--- config.mk ---
export PLATFORM = sky130hd
export DESIGN_NAME = key_reset_conditioner
export DESIGN_NICKNAME = d
export VERILOG_FILES = /design/src/rtl/key_reset_conditioner.sv
export SDC_FILE = /design/constraint.sdc
export NUM_CORES = 1
export LEC_CHECK = 0
export ABC_CLOCK_PERIOD_IN_PS = 2400
export CAP_MARGIN = 25
export CORE_ASPECT_RATIO = 1.75
export CORE_MARGIN = 4
export CORE_UTILIZATION = 55
export DETAILED_ROUTE_END_ITERATION = 10
export PLACE_DENSITY = 0.75
export SYNTH_ARGS = -nofsm -noshare
export SYNTH_HDL_FRONTEND = slang
export SYNTH_SLANG_ARGS = --single-unit
--- constraint.sdc ---
create_clock -name clk -period 2.4 [get_ports clk]
set_input_delay 0.24 -clock clk [delete_from_list [all_inputs] [get_ports clk]]
set_output_delay 0.24 -clock clk [all_outputs]
set_load 0.01 [all_outputs]
--- src/rtl/key_reset_conditioner.sv ---
// Debounces four active-low push-buttons, emits press events, and turns the
// KEY0+KEY1 / KEY2+KEY3 chords into fixed-length reset pulses. Optional: KEYCOND_HOLD_TIMER_EN.
module key_reset_conditioner #(
  parameter int unsigned DEBOUNCE_CYCLES    = 1000000,
  parameter int unsigned HOLD_CYCLES        = 25000000,
  parameter int unsigned RESET_PULSE_CYCLES = 16
) (
  input  logic       clk,
  input  logic       reset_n,
  input  logic [3:0] key_n,
  output logic [3:0] key_db,
  output logic [3:0] key_press,
  output logic       sys_reset,
  output logic       gb_reset,
  output logic [1:0] chord_busy
);

  localparam int unsigned NKEYS   = 4;
  localparam int unsigned NCHORDS = 2;
  localparam int unsigned DW = (DEBOUNCE_CYCLES > 1) ? $clog2(DEBOUNCE_CYCLES) : 1;
  localparam int unsigned PW = (RESET_PULSE_CYCLES > 1) ? $clog2(RESET_PULSE_CYCLES) : 1;
`ifdef KEYCOND_HOLD_TIMER_EN
  localparam int unsigned HW = (HOLD_CYCLES > 1) ? $clog2(HOLD_CYCLES) : 1;
`endif

  if (DEBOUNCE_CYCLES < 2 || HOLD_CYCLES < 1 || RESET_PULSE_CYCLES < 1) begin : g_param_check
    $error("key_reset_conditioner: parameter out of legal range");
  end

`ifdef KEYCOND_HOLD_TIMER_EN
  typedef enum logic [1:0] {IDLE = 2'd0, ARM = 2'd1, FIRE = 2'd2, WAIT_REL = 2'd3} chord_state_e;
`else
  typedef enum logic [1:0] {IDLE = 2'd0, FIRE = 2'd2, WAIT_REL = 2'd3} chord_state_e;
`endif

  logic [NKEYS-1:0]   sync1;
  logic [NKEYS-1:0]   sync2;
  logic [DW-1:0]      db_cnt [NKEYS];
  logic [NCHORDS-1:0] fire_next;
  logic [NCHORDS-1:0] busy_next;

  // Two-flop synchroniser on the raw level, then a per-key stability counter.
  always_ff @(posedge clk) begin
    if (!reset_n) begin
      sync1     <= '1;
      sync2     <= '1;
      key_db    <= '0;
      key_press <= '0;
      for (int i = 0; i < NKEYS; i++) db_cnt[i] <= '0;
    end else begin
      sync1 <= key_n;
      sync2 <= sync1;
      for (int i = 0; i < NKEYS; i++) begin
        key_press[i] <= 1'b0;
        if (~sync2[i] == key_db[i]) begin
          db_cnt[i] <= '0;
        end else if (db_cnt[i] == DW'(DEBOUNCE_CYCLES - 1)) begin
          db_cnt[i]    <= '0;
          key_db[i]    <= ~key_db[i];
          key_press[i] <= ~key_db[i];
        end else begin
          db_cnt[i] <= db_cnt[i] + DW'(1);
        end
      end
    end
  end

  for (genvar c = 0; c < NCHORDS; c++) begin : g_chord
    logic          both;
    logic          any;
    chord_state_e  state;
    chord_state_e  state_next;
    logic [PW-1:0] pulse_cnt;
    logic [PW-1:0] pulse_cnt_next;
`ifdef KEYCOND_HOLD_TIMER_EN
    logic [HW-1:0] hold_cnt;
    logic [HW-1:0] hold_cnt_next;
`endif

    assign both = key_db[2*c] & key_db[2*c+1];
    assign any  = key_db[2*c] | key_db[2*c+1];

    always_ff @(posedge clk) begin
      if (!reset_n) begin
        state     <= IDLE;
        pulse_cnt <= '0;
`ifdef KEYCOND_HOLD_TIMER_EN
        hold_cnt  <= '0;
`endif
      end else begin
        state     <= state_next;
        pulse_cnt <= pulse_cnt_next;
`ifdef KEYCOND_HOLD_TIMER_EN
        hold_cnt  <= hold_cnt_next;
`endif
      end
    end

    // Once FIRE is entered the pulse always runs to completion; re-arm needs a full release.
    always_comb begin
      state_next     = state;
      pulse_cnt_next = pulse_cnt;
`ifdef KEYCOND_HOLD_TIMER_EN
      hold_cnt_next  = hold_cnt;
`endif
      case (state)
        IDLE: begin
          if (both) begin
`ifdef KEYCOND_HOLD_TIMER_EN
            hold_cnt_next  = '0;
            state_next     = ARM;
`else
            pulse_cnt_next = '0;
            state_next     = FIRE;
`endif
          end
        end
`ifdef KEYCOND_HOLD_TIMER_EN
        ARM: begin
          if (!both) begin
            state_next = IDLE;
          end else if (hold_cnt == HW'(HOLD_CYCLES - 1)) begin
            pulse_cnt_next = '0;
            state_next     = FIRE;
          end else begin
            hold_cnt_next = hold_cnt + HW'(1);
          end
        end
`endif
        FIRE: begin
          if (pulse_cnt == PW'(RESET_PULSE_CYCLES - 1)) begin
            state_next = WAIT_REL;
          end else begin
            pulse_cnt_next = pulse_cnt + PW'(1);
          end
        end
        WAIT_REL: begin
          if (!any) state_next = IDLE;
        end
        default: state_next = IDLE;
      endcase
    end

    assign fire_next[c] = (state_next == FIRE);
    assign busy_next[c] = (state_next != IDLE);
  end

  // A system reset also resets the Game Boy core, so gb_reset is the union of both pulses.
  always_ff @(posedge clk) begin
    if (!reset_n) begin
      sys_reset  <= 1'b0;
      gb_reset   <= 1'b0;
      chord_busy <= '0;
    end else begin
      sys_reset  <= fire_next[0];
      gb_reset   <= |fire_next;
      chord_busy <= busy_next;
    end
  end

endmodule

Word-level counts from Yosys, hierarchy flattened
Memory sizes are Yosys's and may differ from the RTL's. Index checks and enable logic that the tools add are counted.

Logic and storage cells: 165. Memory bits (writable): 80. Output and inout bits: 12. Memories: 1. Register bits after elaboration: 32.

Memory list: db_cnt (depth 4, bits a word 20, rd ports 4, clocked after Yosys merged registers in 0, write ports 4, RTL line 38) `logic [DW-1:0] db_cnt [NKEYS];`.

Reductions and logical operators: 17. Equality and inequality tests: 20. Muxes and demuxes: 71. $add $sub $neg: 6. Bitwise gates (word level): 33.

Operators with widths (count): 20-bit 2-to-1 mux (12); 20-bit by 1-bit adder with 20-bit output, second input constant (4); 20-bit equality test, second input constant (4); 1-bit 2-to-1 mux (45); 1-bit inverter (17); 4-bit 2-to-1 mux (4); 4-bit case mux with 2 select lines (2); 1-bit OR (14); 2-bit equality test, second input constant (6); 2-bit 2-to-1 mux (6); 2-bit case mux with 3 select lines (2); 3-bit OR reduction (4); 4-bit by 1-bit adder with 4-bit output, second input constant (2); 4-bit equality test, second input constant (2); 2-bit != test, second input constant (4); 2-bit AND reduction (4); 2-bit nonzero test (4); 3-bit AND reduction (2); 1-bit equality test (4); 2-bit zero test (2); 1-bit bitwise AND (2); 2-bit OR reduction (1).

Logic depth before layout (Yosys ltp)
Gate-level depths: netlist (run 1).

Word-level depth: 8. Mapped depth: 7. Mapped depth without buffers: 5.

Worst setup path after synthesis (run 1)
OpenSTA, ideal clock, no wires.

Path kind: reg-to-reg. From: mem db_cnt[0][13] in the netlist's numbering. To: mem db_cnt[0][12] in the netlist's numbering, data pin. Library setup time: 0.254 ns. Slack: 0.174 ns. Cell stages (with the launch flop): 6. Period minus slack after synthesis: 2.226 ns. Data arrival time: 1.972 ns. Buffers on the path: 1. Path through: edfxtp_1 or4_1 or4_4 o211ai_4 buf_6 nor2_1.

RTL lines (RTL line): start: declaration (38).

==> results of run 1 <==
==> flip-flops by register name, summed over array words and instances, names as in the netlist, 2 cells and up <==
register and flops:
g_chord.state 4, key_press 4, g_chord.pulse_cnt 8, sync2 4, chord_busy 2, key_db 4
db_cnt 80, sync1 4
==> Yosys cell counts, types with 3 or more instances <==
master	instances	share of area (%)
and4_1	5	0.78
nor2b_1	4	0.45
xnor2_1	37	5.8
nand3_1	26	2.3
o21ai_0	22	2.0
or4_1	15	2.0
nor3_1	14	1.2
or3_1	20	2.2
nor2_1	70	4.7
nand2_1	28	1.9
o31ai_1	7	0.94
inv_1	21	1.4
clkbuf_1	8	0.53
dfxtp_1	32	11
edfxtp_1	80	43
and3_1	6	0.67
or2_2	3	0.33
ha_1	6	1.3
or4bb_1	3	0.60
nor4_1	12	1.3
or3b_2	3	0.47
a21oi_1	37	3.3
nand2b_1	12	1.3
nand4_1	19	2.1
xor2_1	19	3.0
buf_2	5	0.45
==> cell type report <==
class / count / share of cell area, %
Sequential cell: 112 / 46.0
Multi-Input combinational cell: 473 / 41.1
Timing Repair Buffer: 34 / 4.84
Clock buffer: 12 / 3.73
Tap cell: 125 / 2.37
Inverter: 22 / 1.25
Clock inverter: 4 / 0.681
==> cell families (layout without fill, tap and decap cells) <==
kind of cell | after synthesis | count (layout) | synth area share (%)
DFF | 112 | 112 | 54.2
xor gates and xnor gates | 56 | 56 | 8.73
AOI/OAI and AO/OA | 79 | 79 | 8.40
and+or+nand+nor | 252 | 252 | 24.4
buffers and inverters | 38 | 72 | 2.92
other | 1 | 80 | 0.0667
adders and majority gates | 6 | 6 | 1.34
==> power breakdown <==
group	leakage, nW	total (mW)	switching [mW]	internal, mW
sequential	1.08	2.20	0.0651	2.13
clock	0.146	1.48	0.650	0.834
combinational	1.05	0.162	0.0921	0.0698
total	2.28	3.84	0.807	3.04
==> layer usage <==
layer  wire length, um  track usage (%)  part of all wire [%]  up-vias
li1                  -                -                     -     2138
met1              4300             20.4                    42     1999
met2              5450             33.6                    53       91
met3               321             2.61                   3.1       24
met4               291             9.67                   2.8        0
met5                 0                0                     0        -
==> what timing repair did <==
| action | 4_1_cts | 5_1_grt |
|---|---|---|
| gates resized for setup | 0 | 3 |
| setup buffers | 0 | 0 |
| endpoints found under the hold margin | 0 | 0 |
| setup endpoints to repair | 0 | 5 |
==> worst max path at each step <==
stage                           startpoint                     endpoint  slack (ps)  cells after the start
6_report       db_cnt[3][12]$_SDFFCE_PN0P_  db_cnt[3][19]$_SDFFCE_PN0P_         110                      5
5_1_grt        db_cnt[3][12]$_SDFFCE_PN0P_  db_cnt[3][19]$_SDFFCE_PN0P_           4                      5
4_1_cts        db_cnt[3][12]$_SDFFCE_PN0P_  db_cnt[3][18]$_SDFFCE_PN0P_         110                      5
3_5_place_dp   db_cnt[3][12]$_SDFFCE_PN0P_  db_cnt[3][18]$_SDFFCE_PN0P_         120                      5
3_3_place_gp   db_cnt[3][12]$_SDFFCE_PN0P_   db_cnt[3][3]$_SDFFCE_PN0P_         160                      5
2_1_floorplan  db_cnt[0][13]$_SDFFCE_PN0P_  db_cnt[0][12]$_SDFFCE_PN0P_         170                      5
==> critical path, stage by stage (launching register included) <==
cell and delay (ps):
edfxtp_1 430, or4bb_1 530, or4_4 560, o221ai_2 250, buf_2 220, a21oi_1 50
==> per-stage QoR <==
step	std cells	utilization (%)	setup slack, ps	hold WS (ps)
after floorplan	623	-	174	313
after global placement	765	63.6	157	391
after detailed placement	765	63.6	125	393
after CTS	781	66.6	113	409
after global routing	782	66.7	4.50	426
final	782	66.7	106	408
==> impl_results.md, run 1 <==
- Final min period: 2290 ps
- Die height: 142 um
- CP Launch Type: flip-flop
- Primary FF master, synth: edfxtp_1
- Maxcap violations: 0
- ANT cells: 0
- Final Hold Fails: 0
- Critical Path AT: 2390 ps
- WHS Endpoint: sync2[3]$_SDFF_PN1_
- RSZ-0062 raised after global routing: no
- WS Path Type: reg2reg
- Slew Limit Headroom: 64.2%
- Final GP Congestion: 0.841
- Register area share after synthesis: 54.2%
- Clock Skew: ~7.8 ps
- Sequential cell area: 3040 um^2
- Number of vias per cell: approximately 5.4
- Grt ovf: 0
- Hold Buf Count CTS: 0
- Min-Delay Startpoint: sync1[3]$_SDFF_PN1_
- Final-layout fill cell count: approximately 800
- Reg2reg start: db_cnt[3][12]$_SDFFCE_PN0P_
- Initial core utilization: 56.7%
- Multi-input gate area: around 2700 um^2
- DRT Pass-1 Iters: 5
- Overall Global Routing Usage: 18.4%
- DRT iter0 DRCs: ~240
- Yosys reg bits: around 110
- Leak: 2.28 nW
- FP Rows: between 40 and 50
- Status: finished clean
- Synth unique cells: 48
- Longest Clk Path Bufs: 2
- Clock-pin slew on the worst setup and hold paths: 70 ps
- Total routed wirelength: 10400 um
- H-tree depth: 3
- Core Region: between 9000 and 10000 um^2
- I/O Buffers: 17
- Design area: 6610 um^2
- Worst Setup End Kind: flip-flop
- Yosys synthesis warning count: 0
- Tcrit/Tclk final: 95.6%
- FF-to-FF path depth: 5
- R2R setup slack: 110 ps
- I/O pin cnt: 18
- Max VDD drop: 0.515 mV
- Largest net degree at the start of global routing: 21
- Mapped cell area: ~5600 um^2
- Hold depth: 1
- Final setup viols: 0
- First-pass GRT wire length: 18100 um
- # nets final: around 660
- Later-pin clock latency in the skew report: around 350 ps
- Hold Path Class: reg2reg
- Fraction of registers with async set/reset: 0%
- Post-synth EDFFs: 80
- Post-DP HPWL: 7510 um
- Syn Area/Cell: 10.3 um^2
- Worst r2r dst: db_cnt[3][19]$_SDFFCE_PN0P_
- Most frequent cells in the layout: edfxtp_1, conb_1, nor2_1, xnor2_1, a21oi_1
- Cells after Synth: 544
- CTS Sinks: roughly 110
- Pins over their slew limit: 0
- Pin slew with the least headroom to its limit: 532 ps
- CTS tree: built
- Placed Area: 6310 um^2
- CP required: 2500 ps
- Average wire per standard cell: ~13 um
- Initial antenna violation count: 0
- Total power: 3.84 mW
- Die ar.: 12000 um^2
- CTS root buf: clkbuf_16
- Drc violations: 0
- DR vias: 4252
- Share of layout cells above drive strength 1: 7.61%
- TritonCTS Buffers: 9
- Max Clock Freq: 436 MHz
- PwrDens: 581 nW/um^2
- Antenna Violating Nets Remaining: 0
- CP Max Fanout: 6
- Vias in the first global route: 4249
- Sum Neg Setup Slack: 0 ps
- Layout area overhead: 17.7%
- Die X: 84.4 um
No activity file was read; power rests on OpenSTA's default activity.
==> inputs of run 2 (changes only) <==
--- a/config.mk
+++ b/config.mk
@@ -12,6 +12,7 @@
 export CORE_UTILIZATION = 55
 export DETAILED_ROUTE_END_ITERATION = 10
 export PLACE_DENSITY = 0.75
+export RECOVER_POWER = 25
 export SYNTH_ARGS = -nofsm -noshare
 export SYNTH_HDL_FRONTEND = slang
 export SYNTH_SLANG_ARGS = --single-unit
==> impl_results.md, run 2 (synthesized netlist as in run 1, its figures left out) <==
- Status: finished clean
- GRT busiest layer: met2
- FP Rows: 48
- Core Region: around 10000 um^2
- Average wire per standard cell: 13.2 um
- Clock-pin slew on the worst setup and hold paths: roughly 70 ps
- Overall Global Routing Usage: 18.4%
- Max VDD drop: slightly above 0.5 mV
- FF-to-FF path depth: 5
- Post-Place Cells: around 770
- Largest regs: db_cnt: 80 flops, g_chord.pulse_cnt: 8 flops
- Post-place setup slack: 125 ps
- Largest net degree at the start of global routing: 21
- Layout area overhead: 17.6%
- Slew Limit Headroom: between 50% and 60%
- M1 GR Usage: 20.4%
- Drc violations: 0
- Number of vias per cell: roughly 5.4
- CTS tree: built
- Min-Delay Startpoint: sync1[3]$_SDFF_PN1_
- CP required: 2500 ps
- Met3 GRT Util: 2.61%
- Design area: 6610 um^2
- Die height: 142 um
- Total routed wirelength: roughly 10000 um
- Largest Register: db_cnt
- Pin slew with the least headroom to its limit: slightly above 700 ps
- Tcrit/Tclk final: 95.6%
- Initial core utilization: 56.7%
- TritonCTS Buffers: 9
- CTS Sinks: 112
- Post-DP HPWL: 7510 um
- DRT Pass-1 Iters: 5
- Maxcap violations: 0
- # nets final: 664
- Sum Neg Setup Slack: 0 ps
- Final setup viols: 0
- Placed Area: 6310 um^2
- Later-pin clock latency in the skew report: 350 ps
- Grt ovf: 0
- Share of layout cells above drive strength 1: roughly 7.5%
- Fin cells: 782
- Final GP Congestion: 0.841
- GR Util met2: 33.6%
- DR vias: about 4200
- CP peak stage delay: 560 ps
- Hold depth: 1
- R2R setup slack: 110 ps
- First-pass GRT wire length: about 18000 um
- I/O Buffers: 17
- Initial antenna violation count: 0
- CP Launch Type: flip-flop
- Worst-path cell chain: or4bb_1 > or4_4 > o221ai_2 > buf_2 > a21oi_1
- Clock Skew: 7.83 ps
- CTS root buf: clkbuf_16
- Die ar.: approximately 12000 um^2
- Most frequent cells in the layout: edfxtp_1, conb_1, nor2_1, xnor2_1, a21oi_1
- Vias in the first global route: 4249
- Worst r2r dst: db_cnt[3][19]$_SDFFCE_PN0P_
- Longest Clk Path Bufs: 2
- Reg2reg start: db_cnt[3][12]$_SDFFCE_PN0P_
- PwrDens: between 500 and 600 nW/um^2
- Max Clock Freq: 436 MHz
- Antenna Violating Nets Remaining: 0
- ANT cells: 0
- Pins over their slew limit: 0
- Hold Path Class: reg2reg
- Final min period: between 2000 and 2500 ps
- Crit-path slowest cell: or4_4
- Largest register FFs: 80
- WS Path Type: reg2reg
- Worst hold slack: ~400 ps
- DRT iter0 DRCs: 243
- CP Max Fanout: 6
- WHS Endpoint: sync2[3]$_SDFF_PN1_
- I/O pin cnt: 18
- Leak: 2.31 nW
- Setup ws final: 105 ps
- Worst Setup End Kind: flip-flop
- Critical Path AT: 2390 ps
- Final Hold Fails: 0
- H-tree depth: 3
- Die X: about 84 um
- RSZ-0062 raised after global routing: no
## run 2: cell types whose count changed in the layout (fill, tap and decap cells not counted), sizes merged
cell and delta:
clkdlybuf4s50 -9, dlygate4sd3 +9, buf -1, clkbuf +1
## run 2: final cells by class
class                      count  area, um^2
clock buffer                  12         246
clock inverter                 4        45.0
fill                         801        3300
inverter                      22        82.6
multi-input combinational    473        2720
sequential                   112        3040
tap                          125         156
timing repair buffer          34         317
## run 2: how the worst max path moves through the flow
stage	slack, ps	startpoint	cells past startpoint	to
2_1_floorplan	170	db_cnt[0][13]$_SDFFCE_PN0P_	5	db_cnt[0][12]$_SDFFCE_PN0P_
3_5_place_dp	120	db_cnt[3][12]$_SDFFCE_PN0P_	5	db_cnt[3][18]$_SDFFCE_PN0P_
5_1_grt	4	db_cnt[3][12]$_SDFFCE_PN0P_	5	db_cnt[3][19]$_SDFFCE_PN0P_
4_1_cts	110	db_cnt[3][12]$_SDFFCE_PN0P_	5	db_cnt[3][18]$_SDFFCE_PN0P_
6_report	110	db_cnt[3][12]$_SDFFCE_PN0P_	5	db_cnt[3][19]$_SDFFCE_PN0P_
3_3_place_gp	160	db_cnt[3][12]$_SDFFCE_PN0P_	5	db_cnt[3][3]$_SDFFCE_PN0P_
## run 2: power breakdown
group,total (mW),internal [mW],switching (mW)
clock,1.48,0.834,0.646
combinational,0.160,0.0687,0.0917
sequential,2.20,2.13,0.0651
## run 2: metal layers
layer / vias to the layer above / routed length, um
li1: 2137 / -
met1: 1998 / 4290
met2: 74 / 5440
met3: 25 / 257
met4: 0 / 297
met5: - / 0
## run 2: per-stage QoR
stage | total power [mW] | util [%]
after floorplan | 2.34 | -
after global placement | 2.39 | 63.6
after detailed placement | 2.40 | 63.6
after CTS | 3.88 | 66.6
after global routing | 3.99 | 66.7
final | 3.84 | 66.7
## run 2: what timing repair did
| item | CTS | global route |
|---|---|---|
| hold buffers | 0 | 0 |
| resized for setup | 0 | 3 |
| setup endpoints to repair | 0 | 5 |
| buffers inserted | 0 | 0 |
## run 2: worst max-delay path, delay by kind of cell (launching register included)
kind / cells / cell delay (ps)
buffers and inverters: 1 / 220
flip-flops: 1 / 430
AO/OA/AOI/OAI: 2 / 300
AND/OR/NAND/NOR: 2 / 1090
